File: config.mk
export PLATFORM = sky130hd
export DESIGN_NAME = mem_port_arbiter
export DESIGN_NICKNAME = d
export VERILOG_FILES = /design/src/rtl/mem_port_arbiter.sv
export SDC_FILE = /design/constraint.sdc
export NUM_CORES = 1
export LEC_CHECK = 0
export CAP_MARGIN = 20
export CORE_ASPECT_RATIO = 0.6
export CORE_MARGIN = 3
export CORE_UTILIZATION = 41
export DETAILED_ROUTE_END_ITERATION = 16
export PLACE_DENSITY = 0.81
export SLEW_MARGIN = 20
export SYNTH_ARGS = -nofsm -noshare
export SYNTH_HDL_FRONTEND = slang
export SYNTH_SLANG_ARGS = --single-unit
export TNS_END_PERCENT = 10
File: constraint.sdc
create_clock -name clk -period 2.75 [get_ports clk]
set_clock_uncertainty 0.1 [all_clocks]
set_input_delay 0.275 -clock clk [delete_from_list [all_inputs] [get_ports clk]]
set_output_delay 0.275 -clock clk [all_outputs]
set_load 0.01 [all_outputs]
File: src/rtl/mem_port_arbiter.sv
// rtl/mem_port_arbiter.sv - single-port memory arbiter between instruction fetch and load/store
// Data wins in IDLE unless fetch has been starved STARVE_LIMIT grants; the winner's request is registered onto the port.
module mem_port_arbiter #(
    parameter int AW           = 32,
    parameter int DW           = 32,
    parameter int STARVE_LIMIT = 4
) (
    input  logic          clk,
    input  logic          rst_n,
    input  logic          if_req,
    input  logic [AW-1:0] if_addr,
    output logic          if_done,
    output logic [DW-1:0] if_rdata,
    input  logic [1:0]    d_memrw,
    input  logic [AW-1:0] d_addr,
    input  logic [DW-1:0] d_wdata,
    output logic          d_done,
    output logic [DW-1:0] d_rdata,
    output logic          mem_valid,
    output logic          mem_we,
    output logic [AW-1:0] mem_addr,
    output logic [DW-1:0] mem_wdata,
    input  logic          mem_ready,
    input  logic [DW-1:0] mem_rdata,
    output logic          busy
);

    localparam int CW = $clog2(STARVE_LIMIT + 1);
    localparam logic [CW-1:0] LIMIT = CW'(STARVE_LIMIT);

    typedef enum logic [1:0] {IDLE, BUSY_D, BUSY_I, DONE} state_t;

    state_t        state_q, state_d;
    logic          owner_d_q, owner_d_d;
    logic [CW-1:0] starve_q, starve_d;
    logic          mem_valid_q, mem_valid_d;
    logic          mem_we_q, mem_we_d;
    logic [AW-1:0] mem_addr_q, mem_addr_d;
    logic [DW-1:0] mem_wdata_q, mem_wdata_d;
    logic [DW-1:0] if_rdata_q, if_rdata_d;
    logic [DW-1:0] d_rdata_q, d_rdata_d;

    logic d_req, d_write, force_if, grant_d, grant_i;

    // Codes 00 and 11 are both "no request"; only 10 and 01 differ in their bits.
    assign d_req    = ^d_memrw;
    assign d_write  = (d_memrw == 2'b01);
    assign force_if = if_req && (starve_q == LIMIT);
    assign grant_d  = (state_q == IDLE) && d_req && !force_if;
    assign grant_i  = (state_q == IDLE) && if_req && !grant_d;

    always_ff @(posedge clk or negedge rst_n) begin
        if (!rst_n) begin
            state_q <= IDLE;
        end else begin
            state_q <= state_d;
        end
    end

    always_comb begin
        state_d = state_q;
        case (state_q)
            IDLE: begin
                if (grant_d)      state_d = BUSY_D;
                else if (grant_i) state_d = BUSY_I;
            end
            BUSY_D, BUSY_I: begin
                if (mem_ready) state_d = DONE;
            end
            default: state_d = IDLE;
        endcase
    end

    always_comb begin
        busy    = (state_q != IDLE);
        if_done = (state_q == DONE) && !owner_d_q;
        d_done  = (state_q == DONE) && owner_d_q;
    end

    always_comb begin
        owner_d_d   = owner_d_q;
        starve_d    = starve_q;
        mem_valid_d = mem_valid_q;
        mem_we_d    = mem_we_q;
        mem_addr_d  = mem_addr_q;
        mem_wdata_d = mem_wdata_q;
        if_rdata_d  = if_rdata_q;
        d_rdata_d   = d_rdata_q;
        if (state_q == IDLE) begin
            if (grant_d && if_req) begin
                if (starve_q != LIMIT) starve_d = starve_q + CW'(1);
            end else if (grant_i || !if_req) begin
                starve_d = '0;
            end
            if (grant_d || grant_i) begin
                owner_d_d   = grant_d;
                mem_valid_d = 1'b1;
                mem_we_d    = grant_d && d_write;
                mem_addr_d  = grant_d ? d_addr : if_addr;
                mem_wdata_d = (grant_d && d_write) ? d_wdata : '0;
            end
        end else if ((state_q == BUSY_D || state_q == BUSY_I) && mem_ready) begin
            mem_valid_d = 1'b0;
            if (!owner_d_q)     if_rdata_d = mem_rdata;
            else if (!mem_we_q) d_rdata_d  = mem_rdata;
        end
    end

    always_ff @(posedge clk or negedge rst_n) begin
        if (!rst_n) begin
            owner_d_q   <= 1'b0;
            starve_q    <= '0;
            mem_valid_q <= 1'b0;
            mem_we_q    <= 1'b0;
            mem_addr_q  <= '0;
            mem_wdata_q <= '0;
            if_rdata_q  <= '0;
            d_rdata_q   <= '0;
        end else begin
            owner_d_q   <= owner_d_d;
            starve_q    <= starve_d;
            mem_valid_q <= mem_valid_d;
            mem_we_q    <= mem_we_d;
            mem_addr_q  <= mem_addr_d;
            mem_wdata_q <= mem_wdata_d;
            if_rdata_q  <= if_rdata_d;
            d_rdata_q   <= d_rdata_d;
        end
    end

    assign mem_valid = mem_valid_q;
    assign mem_we    = mem_we_q;
    assign mem_addr  = mem_addr_q;
    assign mem_wdata = mem_wdata_q;
    assign if_rdata  = if_rdata_q;
    assign d_rdata   = d_rdata_q;

endmodule

### Word level (Yosys, flattened, before mapping)

Cells that the tools add are included.

* $add $sub $neg: 1
* equal/unequal tests: 10
* mux-type cells: 12
* bitwise logic cells: 3
* reduce and logical (&&, ||, !) cells: 29

Operator list (count)
* $mux 32: 2
* $logic_and 1x1->1: 10
* $mux 3: 3
* $mux 2: 3
* $ne 3x3->1 const B: 2
* $reduce_and 2->1: 3
* $reduce_and 3->1: 2
* $reduce_bool 2->1: 3
* $eq 2x1->1 const B: 2
* $eq 2x2->1 const B: 2
* $logic_not 1->1: 4
* $ne 2x1->1 const B: 2
* $pmux 2 s2: 1
* $reduce_and 4->1: 1
* $add 3x1->3 const B: 1
* $eq 3x3->1 const B: 1
* $logic_or 1x1->1: 3
* $mux 1: 3
* $not 1->1: 3
* $logic_not 2->1: 1
* $ne 2x2->1 const B: 1
* $reduce_or 2->1: 1
* $reduce_xor 2->1: 1

* register bits after elaboration: 136
* input bits: 134
* word-level logic and storage cells: 64

### Longest topological paths before layout

Gate-level depths: netlist (run 1).

* word-level depth: 9
* depth in mapped cells: 9
* gate-level depth less buffers: 5

### Least setup slack after synthesis (run 1)

Ideal clock, no wire load.

* path type: flip-flop to flip-flop
* start point: register state_q[0]
* end point: register d_rdata_q[11] (netlist: d_rdata[11])
* library setup time: 125 ps
* arrival: 1731 ps
* data required time: 2525 ps
* slack: 794 ps
* cell stages (with the launch flop): 8
* cells stage by stage: dfrtp_1 -> inv_1 -> ha_1 -> buf_2 -> nand3b_4 -> nor3b_4 -> buf_6 -> mux2_2

* cells in the longest elaborated chain, start to end: 4
* elaborated cells between the ends (all ways): 7

Ends and longest elaborated chain
* from (decl): RTL line 33 `state_t state_q, state_d;`
* from (signal assigned): RTL line 56 `state_q <= state_d;`
* $eq 2x1->1 or $eq 2x2->1 (tied branches): RTL line 102 `end else if ((state_q == BUSY_D || state_q == BUSY_I) && mem_ready) begin`
* $logic_or 1x1->1: RTL line 102
* $logic_and 1x1->1: RTL line 102
* $reduce_and 4->1 (no line) *
* to (signal assigned): RTL line 127 `d_rdata_q <= d_rdata_d;`
* to (decl): RTL line 41 `logic [DW-1:0] d_rdata_q, d_rdata_d;`

Mark *: on every way between the ends. The rest lies on a longest branch, timed or not.
A chain may end at the register's enable or synchronous reset.

### Worst setup path in the final report (run 1)

* start point: register state_q[0]
* end point: register d_rdata_q[14] (netlist: d_rdata[14])

The elaborated chain is that of the path after synthesis.

==> flow_summary_export.csv, run 1 <==
group,metric,value,unit
yosys,ys_async_sr_fraction,1.000,
power_and_ir_drop,p_switching,3.220,mW
run,maxCapViolations,0,
power_and_ir_drop,p_seq_frac,0.335,
yosys,synthesis.area,0.005585,mm²
grt,track_usage,0.2016,
finish,drive_above_1_share,0.1497,
detailed_routing,vias,4298,
clocking,clkSinkCount,136,
die,ios,267,
placement,place_hpwl,11.52,mm
finish,antenna_cells,0,
detailed_routing,detail_route.wl_per_cell,18.24,µm
grt,grt_max_degree,60,
setup_path,r2r-start,"state_q[0]",
clocking,cts-root-buf,"clkbuf_16",
die,die_h,96.41,µm
yosys,synth_mux_area_frac,0.1864,
yosys,synthXorXnorAreaFrac,0,
setup_path,arrival,2.52,ns
yosys,synth_fa_ha_area_frac,0.01344,
detailed_routing,via_per_inst,5.009,
die,initial_core_util,0.4266,
sta,grt_setup_unrepaired,"no",
finish,final_cells,858,
run_status,status,"completed",
die,rows,32,
setup_path,critPathKind,"flop to flop",
placement,portBuffers,266,
power_and_ir_drop,p_per_area,1120,mW/mm²
placement,dp_cells,825,
finish,nets,815,
yosys,synth_top_family_by_area,"multiplexers",
yosys,synth_compound_area_frac,0.09207,
power_and_ir_drop,intPower,6.883,mW
clocking,htreeDepth,4,
power_and_ir_drop,leakage,3.948,nW
setup_path,cp-end-kind,"flop",
sta,period_needed,2.344,ns
clocking,clkLatencyLatePin,0.40,ns
finish,multiInputGateArea,0.001972,mm²
yosys,yosys_warnings,0,
finish,fillCellCount,936,
yosys,synth_cells,406,
clocking,clockBufferDepth,2,
die,die_area,0.01511,mm²
yosys,yosys-top-cells-area,"dfrtp_1 (61%), mux2_2 (11%), mux2i_1 (5.7%)",
sta,setup-tns-final,0,ns
placement,finalWeightedCongestion,0.8133,
setup_path,rr_worst_depth,6,
detailed_routing,drc_errors,0,
yosys,syn-num-nets,546,
yosys,synth-simple-area-share,0.05914,
grt,grt.overflow.total,0,
yosys,yosysTopAreaCellShare,0.6093,
detailed_routing,ant_nets,0,
setup_path,critPathSlowestCell,"buf_4",
power_and_ir_drop,ir_drop,0.4685,mV
finish,seqCellArea,0.003403,mm²
yosys,synth-seq-cells,136,
setup_path,crit_start,"state_q[0]",
min_path,hold_class,"input pin to asynchronous set/reset pin",
clocking,clk_pin_slew,0.07,ns
yosys,synth-edff-count,0,
setup_path,cp_slowest_stage_delay,0.43,ns
sta,drv_slew,0,
clocking,cts_made_buffers,17,
sta,achievable-frequency,426.7,MHz
yosys,yosysMostFrequentCell,"dfrtp_1",
finish,utilization,0.6891,
yosys,synth_top_area_cell,"dfrtp_1",
detailed_routing,drt-initial-drc-count,192,
die,die_width,156.7,µm
detailed_routing,dr.pass1.iters,4,
setup_path,cp-start-kind,"flop",
power_and_ir_drop,clock_power_share,0.235,
setup_path,path_max_fanout,32,
grt,grt_pass1_vias,4456,
setup_path,path_delay_family,"buffers and inverters",
yosys,ys.flop_type,"dfrtp_1",
grt,grt_pass1_wl,23.54,mm
detailed_routing,wl,15.65,mm
setup_path,crit_required,2.93,ns
clocking,cts_tree,"built",
setup_path,crit_buf_inv,2,
setup_path,reg2reg_slack,0.41,ns
yosys,synth_commonest_cells,"dfrtp_1 (136), mux2_2 (53), a21oi_1 (33)",
power_and_ir_drop,pwr-share-comb,0.431,
sta,final_hold_viol_count,0,
finish,area_growth_syn_to_layout,61.54,%
power_and_ir_drop,swShare,0.3187,
sta,slew_headroom,0.6915,
sta,tightestPinTransition,0.4628,ns
sta,fin_crit_sh,0.8523,
setup_path,r2r-end,"d_rdata[14]",
yosys,syn_avg_cell_area,13.76,µm²
yosys,ys_types,33,
clocking,cts-resized-gates,0,
yosys,yosysSeqAreaShare,0.6093,
setup_path,crit_chain,"inv_1 > ha_1 > nand3b_4 > nor3b_4 > buf_4 > mux2_2",
grt,antenna_found_initial,0,
sta,setup_violations,0,
die,coreArea,0.01309,mm²
-- through the flow --
stage               instance area (µm²)  setup slack [ns]  total power, mW  hold slack, ns
floorplan                          5585            0.7944            5.371         -0.1206
detailed placement                 8397            0.4303            7.808          0.1214
global route                       9022            0.3039            10.67          0.3016
global placement                   8397            0.5047            7.625          0.1131
CTS                                9022            0.3962            10.21          0.2590
finish                             9022            0.4063            10.10          0.2564
-- sequential cells by signal, indices dropped and copies added, names as in the netlist, 2 cells and up --
register   count
d_rdata       32
mem_wdata     32
mem_addr      32
starve_q       3
if_rdata      32
state_q        2
-- cell families after synthesis --
group                      count (synthesis)
DFF                                      136
muxes                                     96
AOI/OAI and AO/OA                         75
and+or+nand+nor                           56
buffers and inverters                     37
adders and majority gates                  6
-- metal layers --
| metal | global-route usage | vias up | wire length, µm |
|---|---|---|---|
| met3 | 0.06809 | 12 | 1271 |
| met2 | 0.3460 | 174 | 7662 |
| met5 | 0 | - | 0 |
| li1 | - | 2016 | - |
| met4 | 0.04588 | 0 | 95 |
| met1 | 0.2505 | 2096 | 6625 |
-- worst max-delay path by stage --
stage                        endpoint  depth (start not counted)
after floorplan           d_rdata[11]                          7
after global placement    d_rdata[14]                          6
after detailed placement  d_rdata[14]                          6
after CTS                 d_rdata[14]                          6
after global routing      d_rdata[14]                          6
final                     d_rdata[14]                          6
-- cells in the final DEF, fill, tap and decap left out, drive strengths merged --
cell type / netlist / layout
and3: 1 / 1
nand2: 8 / 8
inv: 8 / 15
buf: 20 / 13
ha: 6 / 6
nor3b: 2 / 2
mux2i: 32 / 32
bufinv: 0 / 3
dlygate4sd3: 0 / 1
mux2: 64 / 64
o21ai: 3 / 3
o22ai: 3 / 3
a211o: 2 / 2
a21o: 1 / 1
nor2b: 1 / 1
dfrtp: 136 / 136
clkinvlp: 0 / 2
or2: 1 / 1
and4b: 1 / 1
a21oi: 33 / 33
nand2b: 2 / 2
nor4: 1 / 1
clkdlybuf4s50: 0 / 265
a22o: 32 / 32
and2: 1 / 1
nand3b: 3 / 3
clkinv: 0 / 2
nor3: 32 / 32
nor2: 3 / 3
a32o: 1 / 1
clkbuf: 9 / 18
-- power groups by stage --
stage / Clock (mW) / Combinational, mW / Sequential [mW]
4_1_cts: 2.41 / 4.42 / 3.39
5_1_grt: 2.51 / 4.67 / 3.50
3_3_place_gp: 0 / 4.27 / 3.35
6_report: 2.37 / 4.35 / 3.38
2_1_floorplan: 0 / 1.63 / 3.74
3_5_place_dp: 0 / 4.40 / 3.40
-- worst register-to-register path: cells and delay by family (launching register included) --
kind,cells,cell delay [ns]
buf+inv,2,0.51
flops,1,0.40
mux,1,0.42
simple gates,2,0.44
fa+ha+maj,1,0.34
-- what timing repair did --
action                                 CTS  global route
hold buffers                             1             0
endpoints found under the hold margin   40             0
buffers inserted                         0             0
-- layout make-up --
type / count / area share
Clock inverter: 14 / 0.02066
Sequential cell: 136 / 0.3772
Tap cell: 170 / 0.02358
Multi-Input combinational cell: 233 / 0.2186
Timing Repair Buffer: 279 / 0.3091
Inverter: 8 / 0.003328
Clock buffer: 18 / 0.04757
(Power assumes the default switching activity.)
==> run 2: changes to the inputs <==
clock period = 2.26 ns   (was 2.75 ns; I/O delays follow)
==> run 2 against run 1 <==
  * Flip-flop and latch count is the same
  * Largest cell class unchanged
  * Via count increased by 2.6%
  * Setup slack got worse by 0.32 ns
  * Combinational power grew 25%
  * Worst hold slack got worse by 0.022 ns
  * Sequential share of layout area shrank 0.20 points
  * Critical path depth down 1
  * Cell count up 0.58%
  * Count of clock-buffer cells in the layout is the same
==> flow_summary_export.csv, run 2 (synthesis gave the netlist of run 1 again) <==
group,metric,value,unit
run_status,status,"completed",
detailed_routing,dr.pass1.iters,4,
die,rows,32,
finish,area_growth_syn_to_layout,62.41,%
finish,multiInputGateArea,0.001972,mm²
placement,finalWeightedCongestion,0.7847,
finish,fillCellCount,928,
detailed_routing,via_per_inst,5.108,
clocking,cts_tree,"built",
clocking,cts-root-buf,"clkbuf_16",
die,die_h,96.41,µm
detailed_routing,detail_route.wl_per_cell,18.69,µm
finish,utilization,0.6929,
clocking,clockBufferDepth,2,
setup_path,crit_start,"state_q[0]",
grt,track_usage,0.2102,
sta,tightestPinTransition,0.4698,ns
sta,drv_slew,0,
setup_path,crit_chain,"inv_1 > ha_1 > buf_4 > inv_1 > clkdlybuf4s50_1",
grt,grt_pass1_vias,4746,
finish,drive_above_1_share,0.1573,
sta,setup_violations,0,
detailed_routing,drc_errors,0,
detailed_routing,drt-initial-drc-count,160,
setup_path,cpMostUsedCell,"inv_1",
setup_path,crit_buf_inv,4,
placement,post-place-ws,0.1362,ns
sta,period_needed,2.171,ns
clocking,clkSinkCount,136,
run,maxCapViolations,0,
setup_path,critPathSlowestCell,"clkdlybuf4s50_1",
grt,grt.overflow.total,0,
setup_path,arrival,1.84,ns
setup_path,cp-end-kind,"output pin",
clocking,cts_made_buffers,17,
setup_path,r2r-end,"d_rdata[11]",
clocking,clk_pin_slew,0.07,ns
sta,setup_ws,0.08923,ns
grt,antenna_found_initial,0,
sta,grt_setup_unrepaired,"no",
detailed_routing,ant_nets,0,
power_and_ir_drop,p_per_area,1345,mW/mm²
finish,seqCellArea,0.003403,mm²
setup_path,reg2reg_slack,0.17,ns
power_and_ir_drop,leakage,3.964,nW
die,die_area,0.01511,mm²
grt,grt_max_degree,61,
finish,final_common_cell,"clkdlybuf4s50_1",
grt,grt_pass1_wl,24.73,mm
min_path,hold_class,"input pin to asynchronous set/reset pin",
finish,antenna_cells,0,
die,die_width,156.7,µm
die,ios,267,
clocking,htreeDepth,4,
sta,fin_crit_sh,0.9605,
die,coreArea,0.01309,mm²
placement,place_hpwl,11.88,mm
detailed_routing,vias,4408,
sta,setup-tns-final,0,ns
finish,layout_common_cells,"clkdlybuf4s50_1 (265), dfrtp_1 (136), mux2_2 (53)",
setup_path,critPathKind,"flop to output pin",
sta,achievable-frequency,460.7,MHz
setup_path,cp-start-kind,"flop",
clocking,clkLatencyLatePin,0.40,ns
placement,portBuffers,266,
setup_path,path_delay_family,"buffers and inverters",
finish,nets,820,
sta,final_hold_viol_count,0,
clocking,cts-resized-gates,0,
detailed_routing,wl,16.13,mm
setup_path,rr_worst_depth,6,
setup_path,crit_required,1.93,ns
setup_path,cp_slowest_stage_delay,0.54,ns
setup_path,r2r-start,"state_q[0]",
die,initial_core_util,0.4266,
setup_path,path_max_fanout,8,
power_and_ir_drop,ir_drop,0.6020,mV
sta,slew_headroom,0.6868,
-- run 2: changes by cell type in the layout (fill, tap and decap cells not counted), sizes merged --
cell / previous run / this run
buf: 13 / 18
clkinvlp: 2 / 4
inv: 15 / 17
clkinv: 2 / 1
bufinv: 3 / 0
-- run 2: report_power, final --
group          switching [mW]  internal (mW)  total, mW
logic                    2.25           3.21       5.45
clock network            1.14           1.48       2.62
registers               0.618           3.51       4.13
-- run 2: cell type report --
type | count | share of cell area
flip-flops and latches | 136 | 0.3752
well taps | 170 | 0.02345
repair buffers | 284 | 0.3185
multi-input cells | 233 | 0.2174
clock buffers | 18 | 0.04841
clock inverters | 14 | 0.01379
inverters | 8 | 0.003310
-- run 2: worst register-to-register path: stages, from the launching register on --
cell and delay [ns]:
dfrtp_1 0.38, inv_1 0.07, ha_1 0.40, nand3b_4 0.14, nor3b_4 0.23, buf_12 0.24, mux2_2 0.39
-- run 2: per-stage QoR --
step	instances	hold WS, ns	instance area [µm²]	total power, mW
2_1_floorplan	406	-0.1696	5585	6.535
6_report	863	0.2348	9071	12.20
3_5_place_dp	827	0.09931	8474	9.629
5_1_grt	863	0.3079	9071	12.87
4_1_cts	860	0.2465	9049	12.30
3_3_place_gp	827	0.09697	8474	9.387
-- run 2: worst max path at each step --
| stage | to | slack, ns | cells past startpoint |
|---|---|---|---|
| 2_1_floorplan | d_rdata[11] | 0.30 | 7 |
| 3_3_place_gp | mem_addr[9] | 0.19 | 7 |
| 3_5_place_dp | mem_addr[26] | 0.14 | 7 |
| 4_1_cts | busy | 0.04 | 5 |
| 5_1_grt | busy | 0.03 | 5 |
| 6_report | busy | 0.09 | 5 |
-- run 2: repair_timing --
item,in CTS,in global routing
hold buffers,1,0
endpoints found under the hold margin,49,0
setup buffers,0,3
endpoints found under the setup margin,0,1
-- run 2: per-layer routing --
layer | track usage | wire (µm) | vias to the layer above
li1 | - | - | 2018
met1 | 0.2589 | 6593 | 2167
met2 | 0.3546 | 7899 | 194
met3 | 0.06676 | 1341 | 29
met4 | 0.07356 | 291 | 0
met5 | 0 | 0 | -
